==> src/rtl/regfile_read_arbiter.sv <==
// regfile_read_arbiter: round-robin share of one register-file read port among NUM_REQ requesters
module regfile_read_arbiter #(
  parameter int NUM_REQ = 4,
  parameter int ADDR_W  = 5,
  parameter int DATA_W  = 32
) (
  input  logic                      clk,
  input  logic                      rst_n,
  input  logic [NUM_REQ-1:0]        req,
  input  logic [NUM_REQ*ADDR_W-1:0] addr,
  input  logic                      hold,
  input  logic [DATA_W-1:0]         rd_data,
  output logic [ADDR_W-1:0]         sel,
  output logic [NUM_REQ-1:0]        gnt,
  output logic [DATA_W-1:0]         data_out,
  output logic [NUM_REQ-1:0]        valid
);
  localparam int PTR_W = $clog2(NUM_REQ);
  logic [PTR_W-1:0]   ptr, w, idx;
  logic [NUM_REQ-1:0] elig;
  logic               found, take;
  // Scan downwards so the requester closest to ptr is the last (winning) assignment.
  always_comb begin
    elig  = req & ~gnt & ~valid;
    w     = '0;
    idx   = '0;
    found = 1'b0;
    for (int k = NUM_REQ - 1; k >= 0; k--) begin
      idx = ptr + PTR_W'(k);
      if (elig[idx]) begin
        w     = idx;
        found = 1'b1;
      end
    end
    take = found & ~hold;
  end
  always_ff @(posedge clk or negedge rst_n) begin
    if (!rst_n) begin
      sel      <= '0;
      gnt      <= '0;
      data_out <= '0;
      valid    <= '0;
      ptr      <= '0;
    end else begin
      valid    <= gnt;
      data_out <= |gnt ? rd_data : data_out;
      gnt      <= take ? {{(NUM_REQ-1){1'b0}}, 1'b1} << w : '0;
      sel      <= take ? addr[int'(w)*ADDR_W +: ADDR_W] : sel;
      ptr      <= take ? w + PTR_W'(1) : ptr;
    end
  end
endmodule

==> config.mk <==
export PLATFORM = sky130hd
export DESIGN_NAME = regfile_read_arbiter
export DESIGN_NICKNAME = d
export VERILOG_FILES = /design/src/rtl/regfile_read_arbiter.sv
export SDC_FILE = /design/constraint.sdc
export NUM_CORES = 1
export LEC_CHECK = 0
export CORE_MARGIN = 1
export CORE_UTILIZATION = 36
export DETAILED_ROUTE_END_ITERATION = 16
export PLACE_DENSITY = 0.76
export SLEW_MARGIN = 5
export SYNTH_ARGS = -nofsm -noshare
export SYNTH_HDL_FRONTEND = slang
export SYNTH_SLANG_ARGS = --single-unit
==> constraint.sdc <==
create_clock -name clk -period 1.9 [get_ports clk]
set_clock_uncertainty 0.1 [all_clocks]
set_input_delay 0.475 -clock clk [delete_from_list [all_inputs] [get_ports clk]]
set_output_delay 0.475 -clock clk [all_outputs]
set_load 0.05 [all_outputs]
== Word-level counts from Yosys, hierarchy flattened ==
Index checks and enable logic that the tools add are counted.

* Flip-flop bits (word level): 47
* Input port bits: 59

* Multiplexer cells: 17
* $add $sub $neg: 4
* $lt $le $gt $ge: 4
* Reduce and logical (&&, ||, !) cells: 1
* Bitwise gates (word level): 6
* Multiply operators: 1
* Shift operators: 2

{| class="wikitable"
|+ Operators by type and width
! operator !! count
|-
| $shiftx A20 B6 Y5 || 1
|-
| $lt A2 B3 Y1 const B || 4
|-
| $and A4 B4 Y4 || 2
|-
| $bmux W1 S2 || 4
|-
| $mux W1 || 8
|-
| $mux W2 || 4
|-
| $not A4 Y4 || 2
|-
| $mul A2 B3 Y5 const B || 1
|-
| $add A2 B1 Y2 const B || 2
|-
| $add A2 B2 Y2 const B || 2
|-
| $mux W4 || 1
|-
| $reduce_or A4 Y1 || 1
|-
| $shl A1 B2 Y4 const A || 1
|-
| $and A1 B1 Y1 || 1
|-
| $not A1 Y1 || 1
|}

== Depth between registers and ports, before layout ==
Gate-level depths: netlist of run 1.

* Depth after elaboration: 11
* Gate-level depth with buffers: 6
* Gate-level depth less buffers: 5

== Least setup slack after synthesis of run 1 ==
No wires, ideal clock.

* Path type: register to register
* Start: register gnt[3]
* End: register sel[4]
* Path buffers: 1
* Setup slack: -383 ps
* Data arrival time: 2049 ps
* Stages on the path, launching flop included: 7
* Setup time: 134 ps
* Path through: dfrtp_1 or3b_4 and2_4 or3_1 buf_6 a2111oi_4 a211oi_1

* Word-level cells in the longest chain between the ends: 11

{| class="wikitable"
|+ RTL lines
! item !! line !! RTL
|-
| start, declared || 14 || <nowiki>output logic [NUM_REQ-1:0] gnt,</nowiki>
|-
| start signal, assigned || 47 || <nowiki>gnt <= take ? {{(NUM_REQ-1){1'b0}}, 1'b1} << w : '0;</nowiki>
|-
| $not A4 Y4 (*) || 24 || <nowiki>elig = req & ~gnt & ~valid;</nowiki>
|-
| $and A4 B4 Y4 (*) (2 in series) || 24 ||
|-
| $bmux W1 S2 || 30 || <nowiki>if (elig[idx]) begin</nowiki>
|-
| $mux W1 (not written as such) || 30 ||
|-
| $mux W2 (4 in series) || 30 ||
|-
| $mul A2 B3 Y5 || 48 || <nowiki>sel <= take ? addr[int'(w)*ADDR_W +: ADDR_W] : sel;</nowiki>
|-
| $shiftx A20 B6 Y5 || 48 ||
|-
| end signal, assigned || 48 ||
|-
| end, declared || 13 || <nowiki>output logic [ADDR_W-1:0] sel,</nowiki>
|}

Mark *: on every way between the ends. The rest lies on a longest branch, timed or not. The select of a mux whose other input is x is not followed.
A chain may end at the register's enable or synchronous reset.

== Worst setup path after layout of run 1 ==
* Start: register gnt[3]
* End: register sel[0]

The elaborated chain is that of the path after synthesis.

==> impl_metrics.py, run 1 <==
metrics = {
    "detailed_routing": {
        "wl_per_cell_um": 15.2,
        "vias": 1705,
        "drt_iter0_markers": 69,
        "drc_errors": 0,
        "drt_first_pass_iters": 2,
        "wl_mm": 5.34,
        "ant_nets": 0,
        "route.detailed.vias_per_inst": 4.84,
    },
    "final_layout": {
        "area_delta_synth_final_pct": 83.5,
        "drive_gt1_frac": 0.574,
        "n_antenna_cell": 0,
        "fin_util": 0.707,
        "final_nets": 340,
        "layoutNonFillerInstCount": 352,
    },
    "clock_tree": {
        "clockRootBuffer": "clkbuf_8",
        "numCtsBuffers": 5,
        "clkLatencyLatePin_ns": 0.29,
        "path_clk_slew_ns": 0.08,
        "clock_path_buffers": 2,
        "cts_tree": "built",
        "clock-sinks": 47,
        "htree_levels": 2,
    },
    "floorplanning": {
        "die_y_um": 76.9,
        "pin_count": 104,
        "initial_core_util": 0.385,
        "core_area_um2": 5240,
        "die_x_um": 76.9,
        "die_area_um2": 5910,
        "row_count": 26,
    },
    "worst_setup_path": {
        "r2r_start": "gnt[3]",
        "critPathTopFamily": "simple AND/OR/NAND/NOR gates",
        "rr_endpoint": "sel[0]",
        "cp-end-kind": "register",
        "reg2reg_depth": 7,
        "cp.arrival_ns": 2.18,
        "critPathLaunchType": "register",
        "critPathMaxStageDelay_ns": 0.44,
        "cp_max_fo": 7,
        "cp_cell_sequence": "or3b_4 -> buf_6 -> or2b_4 -> nand3_4 -> buf_12 -> mux2i_2 -> a221oi_2",
        "rrSetupSlack_ns": -0.18,
        "slowest_stage": "dfrtp_2",
        "critical_path_required_ns": 2.00,
        "cp-startpoint": "gnt[3]",
        "path_class": "reg2reg",
        "crit_buf_inv": 2,
    },
    "min_path": {
        "hold_class": "reg2reg",
        "whs_path_depth": 1,
        "min-delay-start": "data_out[2]",
        "worstHoldEndpoint": "data_out[2]",
    },
    "yosys": {
        "ys_top_cells_by_count": "47 x dfrtp_1, 33 x mux2_2, 8 x mux2i_1",
        "synthesis.area_um2": 2020,
        "synth_edf_count": 0,
        "ys_seq_area_frac": 0.583,
        "netlist_instances": 139,
        "netlist_top_cells_area": "dfrtp_1 58%, mux2_2 18%, mux2i_1 4.0%, a211oi_1 1.5%, a2111oi_4 1.4%",
        "syn_avg_cell_area_um2": 14.5,
        "syn_nets": 198,
        "synth_top_area_cell": "dfrtp_1",
        "synth.top_cell.area_share": 0.583,
        "synth_flop_cell": "dfrtp_1",
        "yosysUniqueCellTypes": 35,
        "synth_seq_cells": 47,
        "synth.most_common_cell": "dfrtp_1",
        "ys_async_sr_fraction": 1.00,
        "ys_warn_count": 0,
    },
    "pwr": {
        "ir_worst_vdd_uv": 1190,
        "powerDensity_nw_per_um2": 2220,
        "p_leak_nw": 1.64,
    },
    "timing": {
        "rsz0062_at_grt": "yes",
        "hold_viol": 0,
        "worst_pin_slew_ns": 0.369,
        "slew_violations": 0,
        "fmax_mhz": 481,
        "fin_crit_ns": 2.08,
        "setup_viol": 43,
        "fin_crit_sh": 1.09,
        "tns_ns": -2.73,
        "worst_slack_ns": -0.178,
        "relSlewSlack": 0.753,
    },
    "global_route": {
        "grt_pass1_vias": 1816,
        "grt_pass1_wl_mm": 8.71,
        "grt_max_degree": 33,
        "antenna_found_initial": 0,
        "overflow": 0,
        "grt_use_total": 0.187,
    },
    "placed_design": {
        "place_ws_ns": -0.743,
        "dp_hpwl_mm": 3.89,
        "dp.cells": 336,
        "port_buffers": 103,
        "gp_congestion": 0.854,
    },
    "run_status": {
        "violations": "setup timing",
        "run_status": "finished, violations left",
    },
    "flow_run": {
        "drv_cap": 0,
    },
}
-- layout by cell type, fill, tap and decap left out, types with 4 or more instances in the layout --
cell / n
dfrtp_1: 39
buf_6: 6
mux2_4: 4
mux2_2: 29
dfrtp_2: 8
buf_12: 6
nor2_1: 5
buf_4: 68
clkdlybuf4s50_1: 53
dlygate4sd2_1: 4
clkbuf_8: 5
mux2i_1: 7
-- layout make-up --
type	instances	area (µm²)
timing repair buffer	140	1310
sequential	47	1190
clock inverter	2	60.1
clock buffer	6	72.6
multi-input combinational	86	985
fill	407	1540
inverter	1	3.75
tap	70	87.6
-- through the flow --
stage / hold slack [ns] / instance area [µm²] / total power (W)
4_1_cts: 0.413 / 3620 / 0.00805
5_1_grt: 0.434 / 3700 / 0.00859
2_1_floorplan: 0.0794 / 2060 / 0.00515
6_report: 0.410 / 3700 / 0.00821
3_5_place_dp: 0.307 / 3330 / 0.00686
3_3_place_gp: 0.303 / 3330 / 0.00678
-- worst register-to-register path: cells and delay by family, from the launching register on --
kind | cells | cell delay [ns]
AO/OA/AOI/OAI | 1 | 0.25
buffers and inverters | 2 | 0.33
AND/OR/NAND/NOR | 3 | 0.73
flip-flops | 1 | 0.44
multiplexers | 1 | 0.15
-- power by group --
part,internal (W),switching [W],total (W)
sequential,0.00153,0.000303,0.00183
clock,0.000526,0.000318,0.000843
combinational,0.00248,0.00305,0.00553
-- metal layers --
layer / GRT usage / wire length [µm]
met5: 0 / 0
met4: 0.0423 / 46
met3: 0.0560 / 419
met2: 0.304 / 2580
met1: 0.245 / 2290
-- flip-flops by register name, indices dropped and copies added (netlist names) --
| register | count |
|---|---|
| gnt | 4 |
| valid | 4 |
| data_out | 32 |
| sel | 5 |
| ptr | 2 |
-- repair_timing --
action,in CTS,in global routing
hold buffers,1,0
pin swaps,13,4
resized for setup,26,13
cloned,1,0
setup buffers,5,2
endpoints found under the hold margin,14,0
setup endpoints to repair,11,11
-- cell families (layout without fill, tap and decap cells) --
logic type | after synthesis | after routing | share of synthesized area
compound gates | 16 | 16 | 0.0701
xor+xnor | 1 | 1 | 0.00434
buf+inv | 6 | 149 | 0.0186
flops | 47 | 47 | 0.583
mux | 41 | 41 | 0.224
simple gates | 28 | 28 | 0.0999
-- how the worst max path moves through the flow --
stage,cells past startpoint,slack (ns),end
2_1_floorplan,6,-0.26,sel[4]
3_3_place_gp,6,-0.71,sel[4]
3_5_place_dp,6,-0.74,sel[4]
4_1_cts,5,-0.17,sel[4]
5_1_grt,7,-0.21,sel[1]
6_report,7,-0.18,sel[0]
No activity file was read; power rests on OpenSTA's default activity.
==> run 2: changes to the inputs <==
- CORE_ASPECT_RATIO: default -> 1.4
- SKIP_CTS_REPAIR_TIMING: default -> 1
==> run 2 against run 1 <==
The run still ends with setup timing left. Hold slack got worse by 0.40 ns. Total power decreased by 2.1%. Utilization decreased by 0.93 points. Cell area decreased by 0.61%. Setup slack got worse by 0.017 ns. Cell count decreased by 1.7%. Critical path depth decreased by 2. First-iteration DRC count decreased by 43%. Via count decreased by 1.0%. Non-clock buffer count decreased by 3. Clock-buffer cell count decreased by 1. Flip-flop and latch count unchanged.
==> impl_metrics.py, run 2 (same netlist as run 1, synthesis figures left out) <==
metrics = {
    "global_route": {
        "overflow": 0,
        "grt_pass1_wl_mm": 7.81,
        "grt_pass1_vias": 1745,
        "grt_max_degree": 33,
        "grt_use_total": 0.168,
        "antenna_found_initial": 0,
    },
    "timing": {
        "worst_slack_ns": -0.194,
        "setup_viol": 7,
        "slew_violations": 0,
        "hold_slack_ns": 0.00676,
        "fin_crit_sh": 1.10,
        "rsz0062_at_grt": "yes",
        "worst_pin_slew_ns": 0.448,
        "relSlewSlack": 0.701,
        "fmax_mhz": 478,
        "fin_crit_ns": 2.09,
        "hold_viol": 0,
        "tns_ns": -0.955,
    },
    "placed_design": {
        "port_buffers": 103,
        "gp_congestion": 0.797,
        "dp_hpwl_mm": 3.85,
        "dp.cells": 336,
        "place_ws_ns": -0.841,
    },
    "clock_tree": {
        "clockRootBuffer": "clkbuf_8",
        "clkLatencyLatePin_ns": 0.30,
        "clock_path_buffers": 2,
        "htree_levels": 2,
        "cts_tree": "built",
        "numCtsBuffers": 5,
        "clock-sinks": 47,
        "path_clk_slew_ns": 0.09,
    },
    "pwr": {
        "ir_worst_vdd_uv": 1370,
        "p_leak_nw": 1.63,
        "powerDensity_nw_per_um2": 2180,
    },
    "final_layout": {
        "largest_reg_flops": 32,
        "drive_gt1_frac": 0.579,
        "fin_util": 0.697,
        "final_nets": 338,
        "top_regs": "data_out (32), sel (5)",
        "mostFrequentLayoutCells": "67 x buf_4, 53 x clkdlybuf4s50_1, 39 x dfrtp_1",
        "layoutNonFillerInstCount": 346,
        "final_common_cell": "buf_4",
        "area_delta_synth_final_pct": 82.4,
        "n_antenna_cell": 0,
        "top_register": "data_out",
        "n_fill_cell": 386,
    },
    "floorplanning": {
        "die_area_um2": 5910,
        "die_x_um": 65.3,
        "core_area_um2": 5280,
        "row_count": 31,
        "initial_core_util": 0.382,
        "die_y_um": 90.6,
        "pin_count": 104,
    },
    "run_status": {
        "violations": "setup timing",
        "run_status": "finished, violations left",
    },
    "detailed_routing": {
        "drt_iter0_markers": 39,
        "wl_mm": 5.26,
        "route.detailed.vias_per_inst": 4.88,
        "drt_first_pass_iters": 4,
        "ant_nets": 0,
        "vias": 1688,
        "drc_errors": 0,
        "wl_per_cell_um": 15.2,
    },
    "worst_setup_path": {
        "cp-end-kind": "register",
        "critPathLaunchType": "register",
        "cp_max_fo": 5,
        "slowest_stage": "or3_4",
        "cp.arrival_ns": 2.17,
        "cp_cell_sequence": "or3b_4 -> and2_4 -> or3_4 -> a2111oi_4 -> a211oi_2",
        "rrSetupSlack_ns": -0.19,
        "critPathTopFamily": "simple AND/OR/NAND/NOR gates",
        "crit_buf_inv": 0,
        "path_class": "reg2reg",
        "critPathMaxStageDelay_ns": 0.45,
        "critical_path_required_ns": 1.97,
    },
    "flow_run": {
        "drv_cap": 0,
    },
    "min_path": {
        "hold_class": "in2async",
    },
}
[run 2: cell count changes in the layout (fill, tap and decap cells not counted), sizes merged]
cell,change
buf,-2
clkbuf,-1
inv,+1
clkinvlp,+1
dlygate4sd2,-4
bufinv,-1
dlymetal6s2s,+4
dlygate4sd3,-1
or3,+1
[run 2: final cells by class]
type	count	area, µm²	share of cell area
Clock buffer	5	68.8	0.0187
Clock inverter	3	46.3	0.0126
Inverter	1	3.75	0.00102
Multi-Input combinational cell	87	1010	0.276
Sequential cell	47	1190	0.322
Tap cell	66	82.6	0.0224
Timing Repair Buffer	137	1280	0.347
[run 2: worst paths after layout]
check,startpoint,endpoint,cells after the start
setup / recovery,gnt[2],sel[4],5
hold / removal,rst_n,data_out[25],1
setup reg to reg,gnt[2],sel[4],5
hold reg to reg,data_out[22],data_out[22],1
max in group asynchronous,rst_n,valid[0],2
min in group clk,data_out[22],data_out[22],1
[run 2: per-layer routing]
metal  vias up  wire [µm]  global-route usage
met2        79       2870               0.304
met5         -          0                   0
met3         3        351              0.0429
met1       808       2020               0.194
li1        798          -                   -
met4         0         22              0.0362
[run 2: metrics by stage]
| stage | power (W) | cell area (µm²) |
|---|---|---|
| 6_report | 0.00803 | 3680 |
| 5_1_grt | 0.00842 | 3680 |
| 4_1_cts | 0.00771 | 3470 |
| 3_5_place_dp | 0.00696 | 3360 |
| 3_3_place_gp | 0.00684 | 3360 |
| 2_1_floorplan | 0.00515 | 2060 |
[run 2: worst register-to-register path: cells and delay by family (launching register included)]
| kind | cells | cell delay (ns) |
|---|---|---|
| AND/OR/NAND/NOR | 3 | 1.03 |
| AO/OA/AOI/OAI | 2 | 0.43 |
| flip-flops | 1 | 0.41 |
[run 2: report_power, final]
group	switching [W]	internal [W]
Combinational	0.00307	0.00241
Sequential	0.000281	0.00153
Clock	0.000345	0.000396
==> run 3: changes to the inputs <==
- CORE_MARGIN: 1 -> default
- CORE_UTILIZATION: 36 -> 40
- PLACE_DENSITY: 0.76 -> 0.8
- clock period: 1.9 -> 2.5 ns (I/O delays scaled with it)
==> run 3 against run 2 <==
The run now ends clean. Routed wire length shrank 5.8%. Cell area decreased by 6.5%. Sequential power decreased by 23%. Critical endpoint is now gnt[0]. Largest cell class unchanged. Highest routed layer unchanged.
==> impl_metrics.py, run 3 (same netlist as run 1, synthesis figures left out) <==
metrics = {
    "worst_setup_path": {
        "cp-end-kind": "register",
        "reg2reg_depth": 5,
        "slowest_stage": "clkdlybuf4s50_1",
        "rr_endpoint": "sel[4]",
        "crit_path_end": "gnt[0]",
        "r2r_start": "gnt[2]",
        "critPathMaxStageDelay_ns": 0.54,
        "cp.arrival_ns": 2.58,
        "path_class": "in2reg",
        "cp_cell_sequence": "clkdlybuf4s50_1 -> or3b_2 -> a41o_2 -> buf_4 -> a31oi_1 -> and2_2",
        "cp-startpoint": "req[0]",
        "rrSetupSlack_ns": 0.33,
        "critPathLaunchType": "input pin",
        "cp_max_fo": 7,
        "critical_path_required_ns": 2.64,
    },
    "final_layout": {
        "n_antenna_cell": 0,
        "largest_reg_flops": 32,
        "mostFrequentLayoutCells": "101 x clkdlybuf4s50_1, 47 x dfrtp_1, 33 x mux2_2",
        "top_regs": "data_out (32), sel (5)",
        "final_nets": 323,
        "final_common_cell": "clkdlybuf4s50_1",
        "layoutNonFillerInstCount": 329,
        "area_delta_synth_final_pct": 70.5,
        "drive_gt1_frac": 0.328,
        "top_register": "data_out",
    },
    "global_route": {
        "grt_max_degree": 48,
        "grt_use_total": 0.187,
        "grt_pass1_wl_mm": 7.45,
        "grt_pass1_vias": 1659,
        "overflow": 0,
        "antenna_found_initial": 0,
    },
    "min_path": {
        "hold_class": "in2async",
    },
    "detailed_routing": {
        "route.detailed.vias_per_inst": 5.01,
        "vias": 1649,
        "drc_errors": 0,
        "drt_first_pass_iters": 4,
        "drt_iter0_markers": 19,
        "wl_mm": 4.96,
        "ant_nets": 0,
        "wl_per_cell_um": 15.1,
    },
    "clock_tree": {
        "numCtsBuffers": 5,
        "htree_levels": 2,
        "clock_path_buffers": 2,
        "clockRootBuffer": "clkbuf_8",
        "clkLatencyLatePin_ns": 0.30,
        "path_clk_slew_ns": 0.09,
        "cts_tree": "built",
        "clock-sinks": 47,
    },
    "timing": {
        "fmax_mhz": 409,
        "relSlewSlack": 0.602,
        "setup_viol": 0,
        "hold_viol": 0,
        "worst_pin_slew_ns": 0.597,
        "tns_ns": 0,
        "fin_crit_ns": 2.44,
        "fin_crit_sh": 0.978,
        "slew_violations": 0,
    },
    "floorplanning": {
        "die_y_um": 86.0,
        "initial_core_util": 0.417,
        "die_area_um2": 5330,
        "die_x_um": 62.0,
        "row_count": 30,
        "pin_count": 104,
        "core_area_um2": 4840,
    },
    "flow_run": {
        "drv_cap": 0,
    },
    "pwr": {
        "ir_worst_vdd_uv": 787,
        "powerDensity_nw_per_um2": 1670,
        "p_leak_nw": 1.44,
    },
    "placed_design": {
        "dp_hpwl_mm": 3.64,
        "dp.cells": 320,
        "gp_congestion": 0.864,
        "port_buffers": 103,
    },
    "run_status": {
        "run_status": "finished clean",
    },
}
-- run 3: through the flow --
step                setup WS (ns)  total power [W]  utilization  hold slack (ns)  cell area (µm²)
floorplan                   0.217          0.00384            -            0.229             2020
global placement           -0.301          0.00498        0.669            0.330             3240
detailed placement         -0.336          0.00505        0.669            0.330             3240
CTS                       -0.0480          0.00563        0.693            0.321             3350
global route             -0.00241          0.00605        0.710            0.359             3440
finish                     0.0557          0.00574        0.710            0.314             3440
-- run 3: cell type report --
cell class	instances	area (µm²)
fill	356	1400
sequential	47	1180
clock buffer	5	68.8
multi-input combinational	86	882
timing repair buffer	123	1180
inverter	1	3.75
clock inverter	3	46.3
tap	64	80.1
-- run 3: worst min path at each step --
| stage | to | cells after the start |
|---|---|---|
| after detailed placement | valid[1] | 0 |
| after global routing | data_out[2] | 2 |
| after global placement | valid[1] | 0 |
| after CTS | data_out[31] | 2 |
| after floorplan | data_out[0] | 0 |
| final | data_out[8] | 2 |
-- run 3: power by group --
part           switching [W]  internal [W]  leakage, nW
Combinational        0.00214       0.00165        0.823
Sequential          0.000234       0.00115        0.560
Clock               0.000262      0.000301       0.0548
Total                0.00264       0.00310         1.44
-- run 3: worst max-delay path: cells and delay by family --
kind | cells | cell delay, ns
buffers and inverters | 2 | 0.71
and+or+nand+nor | 2 | 0.69
AOI/OAI and AO/OA | 2 | 0.55
-- run 3: layer usage --
layer / wire length (µm) / vias to the layer above / share of wire / global-route usage
met4: 32 / 0 / 0.0065 / 0.0465
met5: 0 / - / 0 / 0
li1: - / 764 / - / -
met1: 1880 / 795 / 0.38 / 0.209
met2: 2620 / 86 / 0.53 / 0.329
met3: 426 / 4 / 0.086 / 0.0618
